## src/rtl/collatz_stepper.sv

```systemverilog
// Sequential Collatz (3n+1) engine: loads a seed, applies one halve/3n+1 transform per clock until 1.
// Optional macro COLLATZ_PEAK_EN adds a 'peak' output tracking the largest value reached in a run.
module collatz_stepper #(
    parameter int N = 8,
    parameter int W = 16,
    parameter int S = 8
) (
    input  logic         clk,
    input  logic         rst_n,
    input  logic         start,
    input  logic [N-1:0] seed,
    output logic         busy,
    output logic         done,
    output logic [W-1:0] value,
    output logic [S-1:0] steps,
    output logic         err
`ifdef COLLATZ_PEAK_EN
    ,output logic [W-1:0] peak
`endif
);

    typedef enum logic [1:0] {
        IDLE = 2'd0,
        RUN  = 2'd1,
        DONE = 2'd2
    } state_t;

    state_t         state_r, state_s;
    logic [W-1:0]   value_r, value_s;
    logic [S-1:0]   steps_r, steps_s;
    logic           err_r, err_s;
    logic           busy_r, done_r;
    logic [W+1:0]   triple_s;
    logic           overflow_s;
    logic           value_one_s;
    logic           steps_sat_s;
`ifdef COLLATZ_PEAK_EN
    logic [W-1:0]   peak_r, peak_s;
`endif

    // 3*value+1 evaluated two bits wider so an overflow of the value register is visible
    always_comb begin
        triple_s    = ({2'b00, value_r} << 1) + {2'b00, value_r} + {{(W+1){1'b0}}, 1'b1};
        overflow_s  = |triple_s[W+1:W];
        value_one_s = (value_r == {{(W-1){1'b0}}, 1'b1});
        steps_sat_s = (steps_r == {S{1'b1}});
    end

    // Next-state and datapath update; checks in RUN are ordered: reached 1, saturation, parity
    always_comb begin
        state_s = state_r;
        value_s = value_r;
        steps_s = steps_r;
        err_s   = err_r;
`ifdef COLLATZ_PEAK_EN
        peak_s  = peak_r;
`endif
        case (state_r)
            IDLE: begin
                if (start) begin
                    value_s = {{(W-N){1'b0}}, seed};
                    steps_s = {S{1'b0}};
`ifdef COLLATZ_PEAK_EN
                    peak_s  = {{(W-N){1'b0}}, seed};
`endif
                    if (seed == {N{1'b0}}) begin
                        err_s   = 1'b1;
                        state_s = DONE;
                    end else begin
                        err_s   = 1'b0;
                        state_s = RUN;
                    end
                end else begin
                    state_s = IDLE;
                end
            end
            RUN: begin
                if (value_one_s) begin
                    state_s = DONE;
                end else if (steps_sat_s) begin
                    err_s   = 1'b1;
                    state_s = DONE;
                end else if (!value_r[0]) begin
                    // halving can never raise the peak, so peak is left alone here
                    value_s = value_r >> 1;
                    steps_s = steps_r + {{(S-1){1'b0}}, 1'b1};
                end else if (overflow_s) begin
                    err_s   = 1'b1;
                    state_s = DONE;
                end else begin
                    value_s = triple_s[W-1:0];
                    steps_s = steps_r + {{(S-1){1'b0}}, 1'b1};
`ifdef COLLATZ_PEAK_EN
                    if (triple_s[W-1:0] > peak_r) begin
                        peak_s = triple_s[W-1:0];
                    end else begin
                        peak_s = peak_r;
                    end
`endif
                end
            end
            DONE: begin
                state_s = IDLE;
            end
            default: begin
                state_s = IDLE;
            end
        endcase
    end

    // State and output registers; busy/done are decoded from the next state so they align with it
    always_ff @(posedge clk or negedge rst_n) begin
        if (!rst_n) begin
            state_r <= IDLE;
            value_r <= {W{1'b0}};
            steps_r <= {S{1'b0}};
            err_r   <= 1'b0;
            busy_r  <= 1'b0;
            done_r  <= 1'b0;
`ifdef COLLATZ_PEAK_EN
            peak_r  <= {W{1'b0}};
`endif
        end else begin
            state_r <= state_s;
            value_r <= value_s;
            steps_r <= steps_s;
            err_r   <= err_s;
            busy_r  <= (state_s == RUN);
            done_r  <= (state_s == DONE);
`ifdef COLLATZ_PEAK_EN
            peak_r  <= peak_s;
`endif
        end
    end

    assign busy  = busy_r;
    assign done  = done_r;
    assign value = value_r;
    assign steps = steps_r;
    assign err   = err_r;
`ifdef COLLATZ_PEAK_EN
    assign peak  = peak_r;
`endif

endmodule

```

## config.mk

```make
export PLATFORM = sky130hd
export DESIGN_NAME = collatz_stepper
export DESIGN_NICKNAME = d
export VERILOG_FILES = /design/src/rtl/collatz_stepper.sv
export SDC_FILE = /design/constraint.sdc
export NUM_CORES = 1
export LEC_CHECK = 0
export CAP_MARGIN = 20
export CORE_MARGIN = 2
export CORE_UTILIZATION = 25
export CTS_CLUSTER_DIAMETER = 80
export DETAILED_ROUTE_END_ITERATION = 6
export PLACE_DENSITY = 0.4
export SYNTH_ARGS = -nofsm -noshare
export SYNTH_HDL_FRONTEND = slang
export SYNTH_SLANG_ARGS = --single-unit
```

## constraint.sdc

```tcl
create_clock -name clk -period 4.5 [get_ports clk]
set_input_delay 0.9 -clock clk [delete_from_list [all_inputs] [get_ports clk]]
set_output_delay 0.9 -clock clk [all_outputs]
set_load 0.05 [all_outputs]
```

### Word-level counts from Yosys, hierarchy flattened

Index checks and enable logic that the tools add are counted.

| word-level totals | value |
|---|---|
| register bits | 29 |
| input port bits | 11 |
| output and inout port bits | 27 |
| word-level logic and storage cells | 54 |

| operators by class | value |
|---|---|
| $add $sub $neg | 3 |
| equal/unequal tests | 11 |
| muxes and demuxes | 26 |
| reduce and logical (&&, ||, !) cells | 7 |

Operators with widths:

| kind | number |
|---|---|
| 16-bit two-way mux | 5 |
| 8-bit two-way mux | 5 |
| 16-bit case mux with 2 select lines | 1 |
| 17-bit by 16-bit adder with 18-bit output | 1 |
| 18-bit by 1-bit adder with 18-bit output, second input constant | 1 |
| 16-bit by 1-bit equality test with 1-bit output, second input constant | 1 |
| 8-bit case mux with 2 select lines | 1 |
| 2-bit two-way mux | 6 |
| 5-bit AND reduction | 2 |
| 3-bit inequality test, second input constant | 3 |
| 8-bit by 1-bit adder with 8-bit output, second input constant | 1 |
| 8-bit equality test, second input constant | 1 |
| 8-bit logical NOT | 1 |
| 1-bit two-way mux | 6 |
| 2-bit inequality test, second input constant | 3 |
| 2-bit by 1-bit equality test with 1-bit output, second input constant | 2 |
| 2-bit case mux with 2 select lines | 1 |
| 4-bit AND reduction | 1 |
| 2-bit equality test, second input constant | 1 |
| 2-bit logical NOT | 1 |
| 1-bit case mux with 2 select lines | 1 |
| 2-bit nonzero test | 1 |
| 2-bit OR reduction | 1 |

### Logic depth before layout (Yosys ltp)

| logic depth | value |
|---|---|
| depth after elaboration | 9 |
| depth in mapped cells | 13 |
| mapped depth without buffers | 10 |

### Least setup slack after synthesis

Ideal clock, no wire load.

| timing path | value |
|---|---|
| kind | flip-flop to flip-flop |
| start point | register value_r[10] (netlist: value[10]) |
| end point | register steps_r[3] (netlist: steps[3]) |
| library setup time | 0.078 ns |
| arrival | 2.887 ns |
| data required time | 4.422 ns |
| path slack | 1.535 ns |
| cell stages (with the launch flop) | 13 |
| path buffers | 2 |
| clock period less this slack | 2.965 ns |
| cell sequence | dfrtp_1 inv_1 ha_1 buf_2 nor3_2 nor2_1 o31a_1 a2bb2oi_4 a311oi_2 o31ai_2 buf_6 or3_1 a21oi_1 |

| on the way | value |
|---|---|
| word-level cells in the longest chain between the ends | 5 |
| elaborated cells on any way between the ends | 7 |
| those cells by class | 2 x add/sub; 3 x eq/ne; 2 x reduce/logical |

Ends and longest elaborated chain:

| element | RTL line | RTL |
|---|---|---|
| from (decl) | 29 | `logic [W-1:0] value_r, value_s;` |
| from (signal assigned) | 115 | `value_r <= {W{1'b0}};` |
| from (signal assigned) | 125 | `value_r <= value_s;` |
| 17-bit by 16-bit adder with 18-bit output | 43 | `triple_s = ({2'b00, value_r} << 1) + {2'b00, value_r} + {{(W+1){1'b0}}, 1'b1};` |
| 18-bit by 1-bit adder with 18-bit output | 43 |  |
| 2-bit OR reduction | 44 | `overflow_s = \|triple_s[W+1:W];` |
| 3-bit inequality test (no source line) | -- |  |
| 5-bit AND reduction (no source line) * | -- |  |
| to (signal assigned) | 116 | `steps_r <= {S{1'b0}};` |
| to (signal assigned) | 126 | `steps_r <= steps_s;` |
| to (decl) | 30 | `logic [S-1:0] steps_r, steps_s;` |

Every way passes the cells marked *; elsewhere a longest branch is shown, timed or not.
A chain may end at the register's enable or synchronous reset.

### Final worst setup path

| timing path | value |
|---|---|
| start point | register value_r[1] (netlist: value[1]) |
| end point | register value_r[3] (netlist: value[3]) |

| on the way | value |
|---|---|
| word-level cells in the longest chain between the ends | 7 |
| elaborated cells on any way between the ends | 12 |
| those cells by class | 2 x add/sub; 3 x eq/ne; 5 x mux; 2 x reduce/logical |

Ends and longest elaborated chain:

| element | RTL line | RTL |
|---|---|---|
| 17-bit by 16-bit adder with 18-bit output | 43 |  |
| 18-bit by 1-bit adder with 18-bit output | 43 |  |
| 16-bit two-way mux | 87 | `end else if (overflow_s) begin` |
| 16-bit two-way mux | 83 | `end else if (!value_r[0]) begin` |
| 16-bit two-way mux | 80 | `end else if (steps_sat_s) begin` |
| 16-bit two-way mux | 78 | `if (value_one_s) begin` |
| 16-bit case mux with 2 select lines | 58 | `case (state_r)` |

Several ways; a longest one is shown, not always the timed one. The select of a mux whose other input is x is not followed.

==> qor.txt <==
Largest net degree at the start of global routing: 30
Sequential cell area fraction in the yosys report: 28.2%
Hold_ws: 0.568 ns
WS Path Type: flip-flop to flip-flop
Area occupied by multi-input gates: 1690 µm²
Synth top area share: 28.2%
# DRC: 0
CORE AREA: 10100 µm²
Die span in y: 105 µm
Dpl cells: 456
Detailed Route Iter0 Violations: 87
Initial antenna violation count: 0
Die area: 11100 µm²
Clock skew: 0.00702 ns
Num CTS Buffers: 5
Vias in the first global route: 2373
Layout Utilization: 31.0%
Mean Syn Cell Area: 8.81 µm²
Final antenna-violating net count: 0
Syn. warnings: 0
Required time of the critical path: 4.71 ns
Max VDD drop: 0.321 mV
Area Overhead vs Synth: 22.0%
Worst-Margin Slew: 0.674 ns
Grt ovf: 0
Lkg Pwr: 1.31 nW
RSZ-0062 raised after global routing: no
IO Pins: 38
Fraction of layout instances using a drive strength above 1: 9.15%
Post-cts resize count: 0
Root Buffer: clkbuf_8
TritonCTS clock tree: yes
First-pass GRT wire length: 12900 µm
Drt via density: 4.98
Total wire length: 7670 µm
# diodes: 0
Die span in x: 105 µm
Setup crit start kind: flip-flop
Synth Flop Type: dfrtp_1
Initial Util: 25.4%
Hold Fails Final Rpt: 0
Drt first pass iters: 4
Syn_nets: 330
Pwr dens: 870 nW/µm²
Clock insertion delay at the later pin of the skew report: 0.29 ns
CP Data Arrival Time: 3.35 ns
Fmax: 0.318 GHz
Min cycle time layout: 3.14 ns
Fillers: 1069
Cells after Synth: 292
Htree depth: 2
Yosys top cell by area: dfrtp_1
Setup TNS: 0 ns
Final worst-path cycle share: 69.8%
Cell variety after synth: 61
Setup crit end kind: flip-flop
Final Max Slew Viols: 0
WL/cell: 16.5 µm
Endpoints failing setup: 0
FF+latch count, synth: 29
Total GRT Usage: 14.7%
Type of the most critical hold path: flip-flop to flip-flop
Port Buffer Count: 37
Outcome: completed
Post-DP HPWL: 5900 µm
Nets@finish: 365
Rel. slew slack: 55.1%
Core Rows: 37
# Post-CTS Setup Buffers: 0
Final Power: 2.73 mW
Gpl congestion: 0.791
EDFF count, synth: 0
CTS Sinks: 29
# hold bufs at CTS: 0
Post-Layout Cell Count: 464
Max-cap viol count: 0
Ys async rst share: 100%
Vias: 2312
Storage cell area: 726 µm²
Post-Syn Area: 2570 µm²
Top cells by area, synth: dfrtp_1, ha_1, a21oi_1
CTS clock-pin slew for the worst setup and hold paths: 0.08 ns
Worst Path Max Fanout: 8
CTS max path bufs: 2
## layout make-up
class	instances	share of cell area (%)
well taps	136	5.42
inverters	18	2.15
flip-flops and latches	29	23.1
clock inverters	3	0.558
clock buffers	5	2.19
multi-input cells	232	53.8
repair buffers	41	12.7
## per-layer routing
metal  routed length [µm]  GRT usage (%)  vias to the layer above  share of wire [%]
li1                     -              -                     1147                  -
met1                 3940           20.8                     1122                 51
met2                 3460           23.8                       37                 45
met3                  181           2.04                        6                2.4
met4                   85           3.43                        0                1.1
met5                    0              0                        -                  0
## cells by family (layout without fill, tap and decap cells)
logic type,after synthesis,after routing,synth area share (%)
compound gates,98,98,27.1
simple gates,89,89,18.7
buf+inv,31,67,6.12
flops,29,29,28.2
fa+ha+maj,27,27,13.4
xor+xnor,13,13,4.42
mux,5,5,2.04
## path summary, 6_finish.rpt
kind                                      start                     to  slack, ns  cells past startpoint
max                        value[1]$_DFFE_PN0P_   value[3]$_DFFE_PN0P_       1.36                     10
min                        steps[5]$_DFFE_PN0P_   steps[5]$_DFFE_PN0P_       0.57                      2
max reg2reg                value[1]$_DFFE_PN0P_   value[3]$_DFFE_PN0P_       1.36                     10
min reg2reg                steps[5]$_DFFE_PN0P_   steps[5]$_DFFE_PN0P_       0.57                      2
max in group asynchronous                 rst_n  value[12]$_DFFE_PN0P_       3.20                      2
min in group asynchronous                 rst_n   value[6]$_DFFE_PN0P_       1.00                      2
## power breakdown
part | total (mW) | leakage (nW) | switching [mW] | internal, mW
registers | 0.496 | 0.370 | 0.139 | 0.358
clock network | 0.224 | 0.0439 | 0.117 | 0.107
logic | 2.01 | 0.901 | 1.25 | 0.761
## state kept, by name (all words and copies together) (netlist names)
register	cells
value	16
steps	8
state_r	2
busy	1
done	1
err	1
## Yosys cell counts, types with 2 or more instances
cell      instances
o31ai_1           2
a21boi_1          4
and2_1            4
a32o_1            2
ha_1             26
a21o_1            5
o311ai_1          4
buf_4             2
a221oi_1          2
a21oi_1          26
nand4_1           5
clkbuf_1          4
mux2i_1           3
dfrtp_1          29
xnor2_1          11
buf_2             3
o21ai_0          16
nand3_1           8
a21boi_0          2
buf_6             4
a311o_1           2
o211ai_1          3
o21a_1            2
xor2_1            2
nor3_1            6
or3_1             4
nor4_1            3
a31oi_1           2
and3_1            3
mux2_2            2
nand2b_1          5
inv_1            18
nand2_1          26
nor2_1           15
o22ai_1          10
nor2b_1           2
## cell usage in the layout, fill, tap and decap left out, types with 5 or more instances in the layout
master	instances
dfrtp_1	29
nand2_1	26
ha_1	26
clkbuf_8	5
o22ai_1	10
nor2_1	15
a21oi_1	26
nand4_1	5
nor3_1	6
a21o_1	5
inv_1	18
nand3_1	8
o21ai_0	16
nand2b_1	5
clkdlybuf4s50_1	37
xnor2_1	11
## worst max-delay path, cell delays in order, from the launching register on
cell and delay (ns):
dfrtp_1 0.48, ha_1 0.34, o21ai_0 0.40, a2111oi_2 0.10, nor2_1 0.34, a2bb2oi_4 0.12
a311oi_2 0.33, nor2_1 0.19, buf_4 0.21, o311ai_0 0.34, a21boi_0 0.21
## metrics by stage
stage	area, µm²	setup WS (ns)
global route	3140	1.11
detailed placement	3050	1.38
CTS	3140	1.35
global placement	3050	1.34
floorplan	2570	1.54
finish	3140	1.36
(Power assumes the default switching activity.)
